$ cat config.mk
export PLATFORM = sky130hd
export DESIGN_NAME = log_scale_arbiter
export DESIGN_NICKNAME = d
export VERILOG_FILES = /design/src/rtl/log_scale_arbiter.sv
export SDC_FILE = /design/constraint.sdc
export NUM_CORES = 1
export LEC_CHECK = 0
export CAP_MARGIN = 20
export CORE_UTILIZATION = 40
export CTS_BUF_LIST = sky130_fd_sc_hd__clkbuf_16
export DETAILED_ROUTE_END_ITERATION = 12
export PLACE_DENSITY = 0.67
export SETUP_SLACK_MARGIN = 0.3
export SYNTH_ARGS = -nofsm -noshare
export SYNTH_HDL_FRONTEND = slang
export SYNTH_SLANG_ARGS = --single-unit
$ cat constraint.sdc
create_clock -name clk -period 3.92 [get_ports clk]
set_input_delay 0.784 -clock clk [delete_from_list [all_inputs] [get_ports clk]]
set_output_delay 0.784 -clock clk [all_outputs]
set_load 0.02 [all_outputs]
$ cat src/rtl/log_scale_arbiter.sv
// Round-robin arbiter feeding one shared signed power-of-two scaler (two pipeline stages).
// Optional build macro LOG_SCALE_SAT_EN: clamp overflowed left shifts instead of wrapping.
module log_scale_arbiter #(
  parameter int width_H = 5,
  parameter int width_W = 20,
  parameter int N_CH    = 4,
  parameter int SHIFT_W = 5,
  parameter int CH_W    = $clog2(N_CH)
) (
  input  logic                               clk,
  input  logic                               rst,
  input  logic [N_CH-1:0]                    req_valid,
  output logic [N_CH-1:0]                    req_ready,
  input  logic [N_CH*(width_H+width_W)-1:0]  req_data,
  input  logic [N_CH*SHIFT_W-1:0]            req_shift,
  output logic                               data_o_en,
  output logic [width_H+width_W-1:0]         data_o,
  output logic [CH_W-1:0]                    ch_o,
  output logic                               ovf_o,
  output logic [15:0]                        ovf_cnt
);
  localparam int DW   = width_H + width_W;
  localparam int MAXL = (1 << (SHIFT_W - 1)) - 1;
  localparam int WW   = DW + MAXL;

  // Handshake: channel i transfers in a cycle where req_valid[i] & req_ready[i];
  // the requester holds data/shift stable until then. No output backpressure.

  logic [CH_W-1:0]    ptr_q, ptr_d;
  logic               s1_valid_q, s1_valid_d;
  logic [DW-1:0]      s1_data_q, s1_data_d;
  logic [SHIFT_W-1:0] s1_shift_q, s1_shift_d;
  logic [CH_W-1:0]    s1_ch_q, s1_ch_d;
  logic               data_o_en_q, data_o_en_d;
  logic [DW-1:0]      data_o_q, data_o_d;
  logic [CH_W-1:0]    ch_o_q, ch_o_d;
  logic               ovf_o_q, ovf_o_d;
  logic [15:0]        ovf_cnt_q, ovf_cnt_d;

  logic               grant_any;
  logic [CH_W-1:0]    grant_idx;
  logic [CH_W:0]      cand;

  // Search upward from ptr, modulo N_CH; the first valid channel wins.
  always_comb begin
    grant_any = 1'b0;
    grant_idx = '0;
    cand      = '0;
    for (int k = 0; k < N_CH; k++) begin
      cand = {1'b0, ptr_q} + (CH_W+1)'(k);
      if (cand >= (CH_W+1)'(N_CH)) cand = cand - (CH_W+1)'(N_CH);
      if (!grant_any && req_valid[cand[CH_W-1:0]]) begin
        grant_any = 1'b1;
        grant_idx = cand[CH_W-1:0];
      end
    end
    if (rst) grant_any = 1'b0;
  end

  always_comb begin
    req_ready  = '0;
    ptr_d      = ptr_q;
    s1_valid_d = grant_any;
    s1_data_d  = s1_data_q;
    s1_shift_d = s1_shift_q;
    s1_ch_d    = s1_ch_q;
    if (grant_any) begin
      req_ready  = N_CH'(1) << grant_idx;
      ptr_d      = (grant_idx == CH_W'(N_CH - 1)) ? '0 : grant_idx + CH_W'(1);
      s1_data_d  = req_data[grant_idx*DW +: DW];
      s1_shift_d = req_shift[grant_idx*SHIFT_W +: SHIFT_W];
      s1_ch_d    = grant_idx;
    end
  end

  logic               in_sign;
  logic [WW-1:0]      ext;
  logic [WW-1:0]      shl;
  logic [SHIFT_W-1:0] ramt;
  logic [DW-1:0]      res;
  logic               ovf;

  // Left shifts run in a window wide enough for the largest shift, so every bit
  // pushed past the sign position is still visible for the overflow test.
  always_comb begin
    in_sign = s1_data_q[DW-1];
    ext     = {{MAXL{in_sign}}, s1_data_q};
    shl     = '0;
    ramt    = '0;
    res     = '0;
    ovf     = 1'b0;
    if (!s1_shift_q[SHIFT_W-1]) begin
      shl = ext << s1_shift_q[SHIFT_W-2:0];
      ovf = |(shl[WW-1:DW-1] ^ {(MAXL+1){in_sign}});
      res = shl[DW-1:0];
    end else begin
      ramt = SHIFT_W'(0) - s1_shift_q;
      res  = $signed(s1_data_q) >>> ramt;
    end
`ifdef LOG_SCALE_SAT_EN
    if (ovf) res = in_sign ? {1'b1, {(DW-1){1'b0}}} : {1'b0, {(DW-1){1'b1}}};
`endif
  end

  always_comb begin
    data_o_en_d = s1_valid_q;
    data_o_d    = data_o_q;
    ch_o_d      = ch_o_q;
    ovf_o_d     = ovf_o_q;
    ovf_cnt_d   = ovf_cnt_q;
    if (s1_valid_q) begin
      data_o_d = res;
      ch_o_d   = s1_ch_q;
      ovf_o_d  = ovf;
      if (ovf && ovf_cnt_q != 16'hFFFF) ovf_cnt_d = ovf_cnt_q + 16'd1;
    end
  end

  always_ff @(posedge clk) begin
    if (rst) begin
      ptr_q       <= '0;
      s1_valid_q  <= 1'b0;
      s1_data_q   <= '0;
      s1_shift_q  <= '0;
      s1_ch_q     <= '0;
      data_o_en_q <= 1'b0;
      data_o_q    <= '0;
      ch_o_q      <= '0;
      ovf_o_q     <= 1'b0;
      ovf_cnt_q   <= '0;
    end else begin
      ptr_q       <= ptr_d;
      s1_valid_q  <= s1_valid_d;
      s1_data_q   <= s1_data_d;
      s1_shift_q  <= s1_shift_d;
      s1_ch_q     <= s1_ch_d;
      data_o_en_q <= data_o_en_d;
      data_o_q    <= data_o_d;
      ch_o_q      <= ch_o_d;
      ovf_o_q     <= ovf_o_d;
      ovf_cnt_q   <= ovf_cnt_d;
    end
  end

  assign data_o_en = data_o_en_q;
  assign data_o    = data_o_q;
  assign ch_o      = ch_o_q;
  assign ovf_o     = ovf_o_q;
  assign ovf_cnt   = ovf_cnt_q;
endmodule

==> results.txt, run 1 <==
The pin count of the biggest net entering global routing is 59. For the pin with the worst max-slew slack, the measured transition is 834 ps. The critical path buffer and inverter count came out at 4. The number of antenna violations at the first check in global routing came out at 0.

The data arrival time of the critical path came out at 2680 ps. The first global-routing pass estimated 37400 um of wire. 175 I/O pins were placed. The register area came out at 1600 um2. The total core area came out at 16700 um2. The area growth from synthesis to layout is 32.5%.

The first-pass iteration count of the detailed router is 5. The worst setup path is launched from a primary input. The worst pin sits at a relative slew slack of 44.4%. Detailed routing inserted a total of 7343 vias. The count of cell types in the netlist came out at 72. The die footprint is 17700 um2. The clock net sink count came out at 80. The remaining antenna violation count is 0. The run finished with clean final reports. Walking the worst path, the cells encountered are clkdlybuf4s50_1 -> a21oi_1 -> o21a_1 -> o22ai_1 -> buf_4 -> inv_1 -> ha_1 -> and3_1 -> dlygate4sd2_1. The post-synthesis area per instance is 7.62 um2. The root buffer cell chosen for the clock tree is sky130_fd_sc_hd__clkbuf_16.

The post-route standard cell area excluding fillers came out at 9100 um2. The final critical delay including setup and external delays came out at 3460 ps. The placed instances occupy a cell area of 8770 um2. The detailed router's first-iteration violation count is 713.

The share of async-settable or async-resettable flops after synthesis came out at 0%. The routability congestion estimate came out at 0.916. Max-cap violations in this run came to 0. The average via count per standard cell came out at 5.84.

The number of synthesized flops with an enable pin is 0. The static leakage power came out at 3.44 nW. TritonCTS built the clock tree. The largest driver fanout on the critical path is 6.

The horizontal die dimension is 133 um. Summing all multi-input logic gate instances after layout gives 4830 um2. The number of cells on the worst reg-to-reg path came out at 9. The cell depth of the worst min-delay path is 2.

The netlist area before placement is 6870 um2. The number of nets in the synthesized netlist is 1034. The count of endpoints failing hold in the final timing report is 0. Fill cells in the final layout number 1625. The port buffer count is 174. After technology mapping, the gate count stands at 902.

The warning count from the yosys run is 0. Of the cells placed in the final design, the portion with a size suffix greater than 1 is 12.2%. The critical path's largest stage delay is 580 ps.

The number of global-route vias before repair was 6902. The clock edge transition at the registers on the reported setup and hold paths came out at 60 ps. The summed negative setup slack over all endpoints is 0 ps. The global-route usage over all layers is 26.8%. The cell type of the slowest stage on the worst timing path is sky130_fd_sc_hd__clkdlybuf4s50_1.

Setup repair after global routing left no endpoint under its margin. The longest clock path from root to sink contains 2 buffers. In this run, CTS created clock tree buffers numbering 9.

The number of antenna diodes in the final layout is 0. The average wire length per cell after detail routing is 18.5 um. The overall power of the completed layout is 4.78 mW.

Row generation in the floorplan step produced 47 rows. The remaining design rule violation count is 0. The nature of the critical path endpoint is a primary output. After detailed routing, the total wire length is 23300 um. Synthesis inferred 80 register bits. The detailed-placement wirelength estimate is 17500 um. The post-route fraction of the period consumed by the critical path came out at 88.3%. The effective utilization at floorplan is 41.1%. Dividing total power by cell area gives a power density of 525 nW/um2.

The number of slew-limit violations in the final report came out at 0. Setup violations remaining at the end of the flow were counted as 0. The type of the worst min-delay path is flop to flop. The number of H-tree branching levels is 3. Summing the sequential cell areas from Yosys gives 23.3% of the chip area. The final-stage net count came out at 1165. The cell count along the critical path is 9. Based on the critical path, the design can be clocked at up to 289 MHz.

For the worst setup path, the data required time is 3140 ps. The worst setup path is of the primary input to primary output kind. The clock arrives with 11.6 ps of skew.

The clock latency of the later-clocked register in the worst-skew pair is 350 ps. In this design, the largest share of critical-path delay is due to buffers and inverters. In the synthesized netlist the dominant register cell turns out to be sky130_fd_sc_hd__dfxtp_1. The vertical extent of the die is 133 um. The total overflow left after global routing is 0. The largest vdd supply drop is 293 uV.
[layout make-up]
class | instances | area share, %
multi-input combinational | 717 | 53.0
timing repair buffer | 210 | 22.0
sequential | 80 | 17.6
tap | 220 | 3.02
clock buffer | 9 | 2.47
clock inverter | 7 | 1.20
inverter | 15 | 0.619
[flip-flops by register name (all words and copies together), names as in the netlist]
register / count
ptr_q: 2
s1_data_q: 25
ovf_o: 1
data_o: 25
data_o_en: 1
ch_o: 2
s1_shift_q: 5
s1_ch_q: 2
ovf_cnt: 16
data_o_en_d: 1
[logic make-up after synthesis]
logic type / count (synthesis) / share of synthesized area, %
adder cells (fa/ha/maj): 6 / 1.09
AO/OA/AOI/OAI: 243 / 22.0
flip-flops: 80 / 23.3
XOR/XNOR: 6 / 0.765
buffers and inverters: 105 / 6.90
multiplexers: 109 / 22.8
AND/OR/NAND/NOR: 353 / 23.1
[Yosys cell counts, drive strengths merged (5+ instances only)]
cell type | count | area share [%]
mux4 | 34 | 11
o22ai | 5 | 0.46
a21oi | 92 | 6.8
nand3 | 47 | 3.4
nor3 | 16 | 1.2
o31ai | 9 | 1.1
clkbuf | 60 | 3.3
buf | 30 | 2.8
o211ai | 11 | 1.2
mux2 | 23 | 3.9
ha | 6 | 1.1
and3 | 10 | 0.91
inv | 14 | 0.77
nand2 | 173 | 9.5
dfxtp | 80 | 23
and2 | 5 | 0.46
mux2i | 52 | 7.6
o21ai | 52 | 3.8
a211oi | 21 | 2.3
or4 | 10 | 1.1
a31oi | 13 | 1.2
a311oi | 6 | 0.77
nor2 | 65 | 3.6
[layer usage]
metal,global-route usage (%),up-vias,part of all wire (%)
li1,-,3563,-
met1,35.9,3383,44
met2,43.5,354,46
met3,4.14,43,7.7
met4,9.71,0,2.5
met5,0,-,0
[stage by stage]
stage / hold slack (ps) / std cells / utilization (%) / setup WS [ps]
floorplan: 436 / 902 / - / 405
global placement: 450 / 1242 / 52.5 / 90.7
detailed placement: 454 / 1242 / 52.5 / 136
CTS: 463 / 1258 / 54.5 / 403
global route: 488 / 1258 / 54.5 / 303
finish: 463 / 1258 / 54.5 / 457
[layout by cell type (no fill, tap or decap), types with 3 or more instances in the layout]
cell type and count:
sky130_fd_sc_hd__nor3_1 14, sky130_fd_sc_hd__or4_1 10, sky130_fd_sc_hd__o21ai_0 50, sky130_fd_sc_hd__o22ai_1 5, sky130_fd_sc_hd__mux4_2 30, sky130_fd_sc_hd__clkdlybuf4s50_1 168, sky130_fd_sc_hd__dfxtp_1 78, sky130_fd_sc_hd__dlygate4sd2_1 4
sky130_fd_sc_hd__mux2i_1 52, sky130_fd_sc_hd__and2_1 5, sky130_fd_sc_hd__a221oi_1 4, sky130_fd_sc_hd__a21oi_1 90, sky130_fd_sc_hd__o211ai_1 11, sky130_fd_sc_hd__o221a_2 4, sky130_fd_sc_hd__mux4_1 4, sky130_fd_sc_hd__nor4_2 3
sky130_fd_sc_hd__nand3_1 47, sky130_fd_sc_hd__nor2b_1 4, sky130_fd_sc_hd__o31ai_1 8, sky130_fd_sc_hd__ha_1 6, sky130_fd_sc_hd__o21a_1 3, sky130_fd_sc_hd__clkbuf_16 9, sky130_fd_sc_hd__nand2_1 173, sky130_fd_sc_hd__xnor2_1 3
sky130_fd_sc_hd__inv_1 13, sky130_fd_sc_hd__a21o_1 3, sky130_fd_sc_hd__a31oi_1 13, sky130_fd_sc_hd__nor2_1 64, sky130_fd_sc_hd__a211oi_1 21, sky130_fd_sc_hd__buf_4 36, sky130_fd_sc_hd__and3_1 10, sky130_fd_sc_hd__nand4_1 3
sky130_fd_sc_hd__a22oi_1 4, sky130_fd_sc_hd__nand2b_1 4, sky130_fd_sc_hd__a311oi_1 6, sky130_fd_sc_hd__mux2_2 19
[final timing paths]
kind	startpoint	end	slack [ps]
setup / recovery	req_valid[0]	req_ready[3]	460
setup reg to reg	s1_shift_q[1]	ovf_cnt[8]	480
hold / removal	s1_ch_q[1]	s1_ch_q[1]	460
hold reg to reg	s1_ch_q[1]	s1_ch_q[1]	460
[timing repair]
action	4_1_cts	5_1_grt
hold buffers	0	0
endpoints found under the setup margin	4	1
pin swaps	1	1
buffers inserted	0	0
gates resized for setup	4	1
[power breakdown]
group	leakage, nW	internal [mW]	switching [mW]
clock network	0.164	0.573	0.385
registers	0.660	0.937	0.231
logic	2.61	1.16	1.49
total	3.44	2.67	2.11
[worst register-to-register path: cells and delay by family (launching register included)]
family / cells / cell delay [ps]
AO/OA/AOI/OAI: 3 / 900
AND/OR/NAND/NOR: 4 / 820
flip-flops: 1 / 640
buffers and inverters: 1 / 260
multiplexers: 1 / 680
Note: power is estimated with default switching activity, not from simulation.
==> run 2: changes to the inputs <==
CELL_PAD_IN_SITES_DETAIL_PLACEMENT = 0   (was not set)
CELL_PAD_IN_SITES_GLOBAL_PLACEMENT = 1   (was not set)
CORE_UTILIZATION = 36   (was 40)
PLACE_DENSITY = not set   (was 0.67)
PLACE_DENSITY_LB_ADDON = 0.1   (was not set)
SETUP_SLACK_MARGIN = 0.1   (was 0.3)
SLEW_MARGIN = 20   (was not set)
==> results.txt, run 2 (synthesis gave the netlist of run 1 again) <==
RSZ-0062 raised after global routing: true (was false). The static leakage power came out at 3.40 nW (was 3.44 nW). The data arrival time of the critical path is 2970 ps (was 2680 ps).

The launching point of the worst reg2reg path was s1_shift_q[1] (unchanged). The cell count after placement is 1251 (was 1242). The final-report setup violation count came out at 0 (unchanged). The pin count of the biggest net entering global routing was 64 (was 59). The largest clock skew in the final design is 9.01 ps (was 11.6 ps). The register-to-register path setup slack came out at 570 ps (was 480 ps). The largest driver fanout on the critical path is 8 (was 6).

The final-stage net count is 1160 (was 1165). The global-route usage over all layers is 22.8% (was 26.8%). The vertical extent of the die was 140 um (was 133 um). The residual overflow from global routing was 0 (unchanged).

The detailed router's first-iteration violation count was 491 (was 713). The worst slew slack as a fraction of its limit came out at 41.2% (was 44.4%). The final critical delay including setup and external delays was 3750 ps (was 3460 ps). The clock latency of the later-clocked register in the worst-skew pair is 350 ps (about the same). The clock root buffer is sky130_fd_sc_hd__clkbuf_16 (unchanged). The number of antenna violations at the first check in global routing is 0 (unchanged).

The deepest clock path buffer count was 2 (unchanged). The minimum hold slack came to 468 ps (was 463 ps). The boundary pin count came out at 175 (unchanged). The nature of the critical path endpoint is a primary output (unchanged).

The leading cell type in the layout, fill and taps excluded is sky130_fd_sc_hd__nand2_1 (unchanged). The number of global-route vias before repair came to 6363 (was 6902). The core utilization of the finished layout came out at 48.5% (was 54.5%). The average wire length per cell after detail routing was 17.7 um (was 18.5 um). The number of buffers added by the clock tree synthesis step is 9 (unchanged). The final wirelength was 22400 um (was 23300 um).

The post-route fraction of the period consumed by the critical path is 95.8% (was 88.3%). The overall power of the completed layout is 4.60 mW (was 4.78 mW). The clock edge transition at the registers on the reported setup and hold paths is 60 ps (about the same). The relative area change from synthesis to final layout is 31.9% (was 32.5%). The remaining design rule violation count came to 0 (unchanged).

The number of H-tree branching levels is 3 (unchanged). The first element of the critical path is req_valid[0] (unchanged). The clock net sink count came out at 80 (unchanged). The end of the worst register-to-register path is ovf_cnt[5] (was ovf_cnt[8]). The die footprint is 19600 um2 (was 17700 um2). The number of cells on the worst reg-to-reg path came out at 10 (was 9). The average via count per standard cell is 5.64 (was 5.84). The count of endpoints failing hold in the final timing report came out at 0 (unchanged).

The required arrival time at the worst endpoint is 3140 ps (about the same). The TritonCTS clock tree is yes (unchanged). The type of the worst min-delay path is flop to flop (unchanged). The remaining antenna violation count came out at 0 (unchanged).

The port buffer count is 174 (unchanged). Commonest cells after routing, fill and taps aside: 173 x sky130_fd_sc_hd__nand2_1, 171 x sky130_fd_sc_hd__clkdlybuf4s50_1, 90 x sky130_fd_sc_hd__a21oi_1, 78 x sky130_fd_sc_hd__dfxtp_1, 64 x sky130_fd_sc_hd__nor2_1 (was 173 x sky130_fd_sc_hd__nand2_1, 168 x sky130_fd_sc_hd__clkdlybuf4s50_1, 90 x sky130_fd_sc_hd__a21oi_1, 78 x sky130_fd_sc_hd__dfxtp_1, 64 x sky130_fd_sc_hd__nor2_1). The count of placed standard cells in the final layout, fillers left out came out at 1266 (was 1258). The number of maximum-capacitance constraint violations came out at 0 (unchanged). The cell type of the slowest stage on the worst timing path is sky130_fd_sc_hd__clkdlybuf4s50_1 (unchanged). Cells traversed along the worst timing path: clkdlybuf4s50_1 -> a21oi_1 -> o21a_1 -> o22ai_2 -> inv_2 -> ha_1 -> and3_1 -> clkdlybuf4s50_1 (was clkdlybuf4s50_1 -> a21oi_1 -> o21a_1 -> o22ai_1 -> buf_4 -> inv_1 -> ha_1 -> and3_1 -> dlygate4sd2_1). The end point of the critical path is req_ready[3] (unchanged). The final setup slack of the worst path is 166 ps (was 457 ps). The fraction of final layout cells sized beyond drive strength 1 came out at 11.8% (was 12.2%).

The cell depth of the worst min-delay path is 2 (unchanged). The first-pass GRT wire length is 35700 um (was 37400 um). The power density over the cells came out at 507 nW/um2 (was 525 nW/um2). The horizontal die dimension is 140 um (was 133 um). The maximum operating frequency came to 266 MHz (was 289 MHz). The critical path's largest stage delay came out at 590 ps (was 580 ps).

The cell that appears most often on the critical path is sky130_fd_sc_hd__clkdlybuf4s50_1. Status: finished, final reports clean (unchanged). The total core area is 18700 um2 (was 16700 um2). The worst-case setup slack after placement came out at -7.31 ps (was 136 ps). The transition time at the pin with the least slew margin is 878 ps (was 834 ps). The first-pass iteration count of the detailed router is 5 (unchanged). The largest vdd supply drop is 188 uV (was 293 uV). The detailed-placement wirelength estimate came to 16600 um (was 17500 um). The via count is 7140 (was 7343). The number of setup buffers added after CTS was 0 (unchanged).

The kind of launch point of the worst setup path was a primary input (unchanged). The number of slew-limit violations in the final report was 0 (unchanged). The type of the setup path with the least slack is primary input to primary output (unchanged).

The number of core rows is 50 (was 47). The effective utilization at floorplan came out at 36.7% (was 41.1%). The routability congestion estimate came out at 0.901 (was 0.916).

The antenna diode count is 0 (unchanged).
-- run 2: changes by cell type in the layout (fill, tap and decap cells not counted), sizes merged, moves of 2 or more --
cell	previous run	this run
buf	37	32
bufinv	2	0
clkdlybuf4s50	168	171
clkinv	2	4
clkinvlp	0	2
dlygate4sd2	4	0
inv	18	15
-- run 2: metrics by stage --
step / instance area (um2) / TNS, ps
2_1_floorplan: 6870 / 0
3_3_place_gp: 8780 / 0
3_5_place_dp: 8780 / -7.31
4_1_cts: 9060 / 0
5_1_grt: 9060 / 0
6_report: 9060 / 0
-- run 2: routing by layer --
layer	global-route usage (%)	routed length, um	vias to the layer above
li1	-	-	3556
met5	0	0	-
met2	33.4	9460	258
met3	4.03	1390	20
met4	6.02	298	0
met1	34.0	11300	3306
-- run 2: critical path, delay by kind of cell --
kind / cells / cell delay, ps
fa+ha+maj: 1 / 210
simple gates: 1 / 160
buf+inv: 3 / 1260
compound gates: 3 / 550
-- run 2: timing repair --
action / in CTS / in global routing
endpoints found under the hold margin: 0 / 0
resized for setup: 1 / 3
endpoints found under the setup margin: 4 / 4
hold buffers: 0 / 0
pin swaps: 0 / 1
-- run 2: worst min path at each step --
stage	from	end
after floorplan	s1_ch_q[1]	s1_ch_q[1]
after global placement	ovf_o	ovf_o
after detailed placement	s1_ch_q[1]	s1_ch_q[1]
after CTS	s1_ch_q[1]	s1_ch_q[1]
after global routing	ovf_o	ovf_o
final	s1_ch_q[1]	s1_ch_q[1]
-- run 2: cell type report --
type                    instances  area, um2
inverters                      15       56.3
clock inverters                 6       45.0
multi-input cells             717       4840
fillers                      1905       9640
clock buffers                   9        225
repair buffers                205       2000
well taps                     234        293
flip-flops and latches         80       1600
-- run 2: where the power goes --
part           internal [mW]  total (mW)  switching [mW]
Clock                  0.427       0.779           0.352
Sequential             0.938        1.16           0.225
Combinational           1.16        2.66            1.50
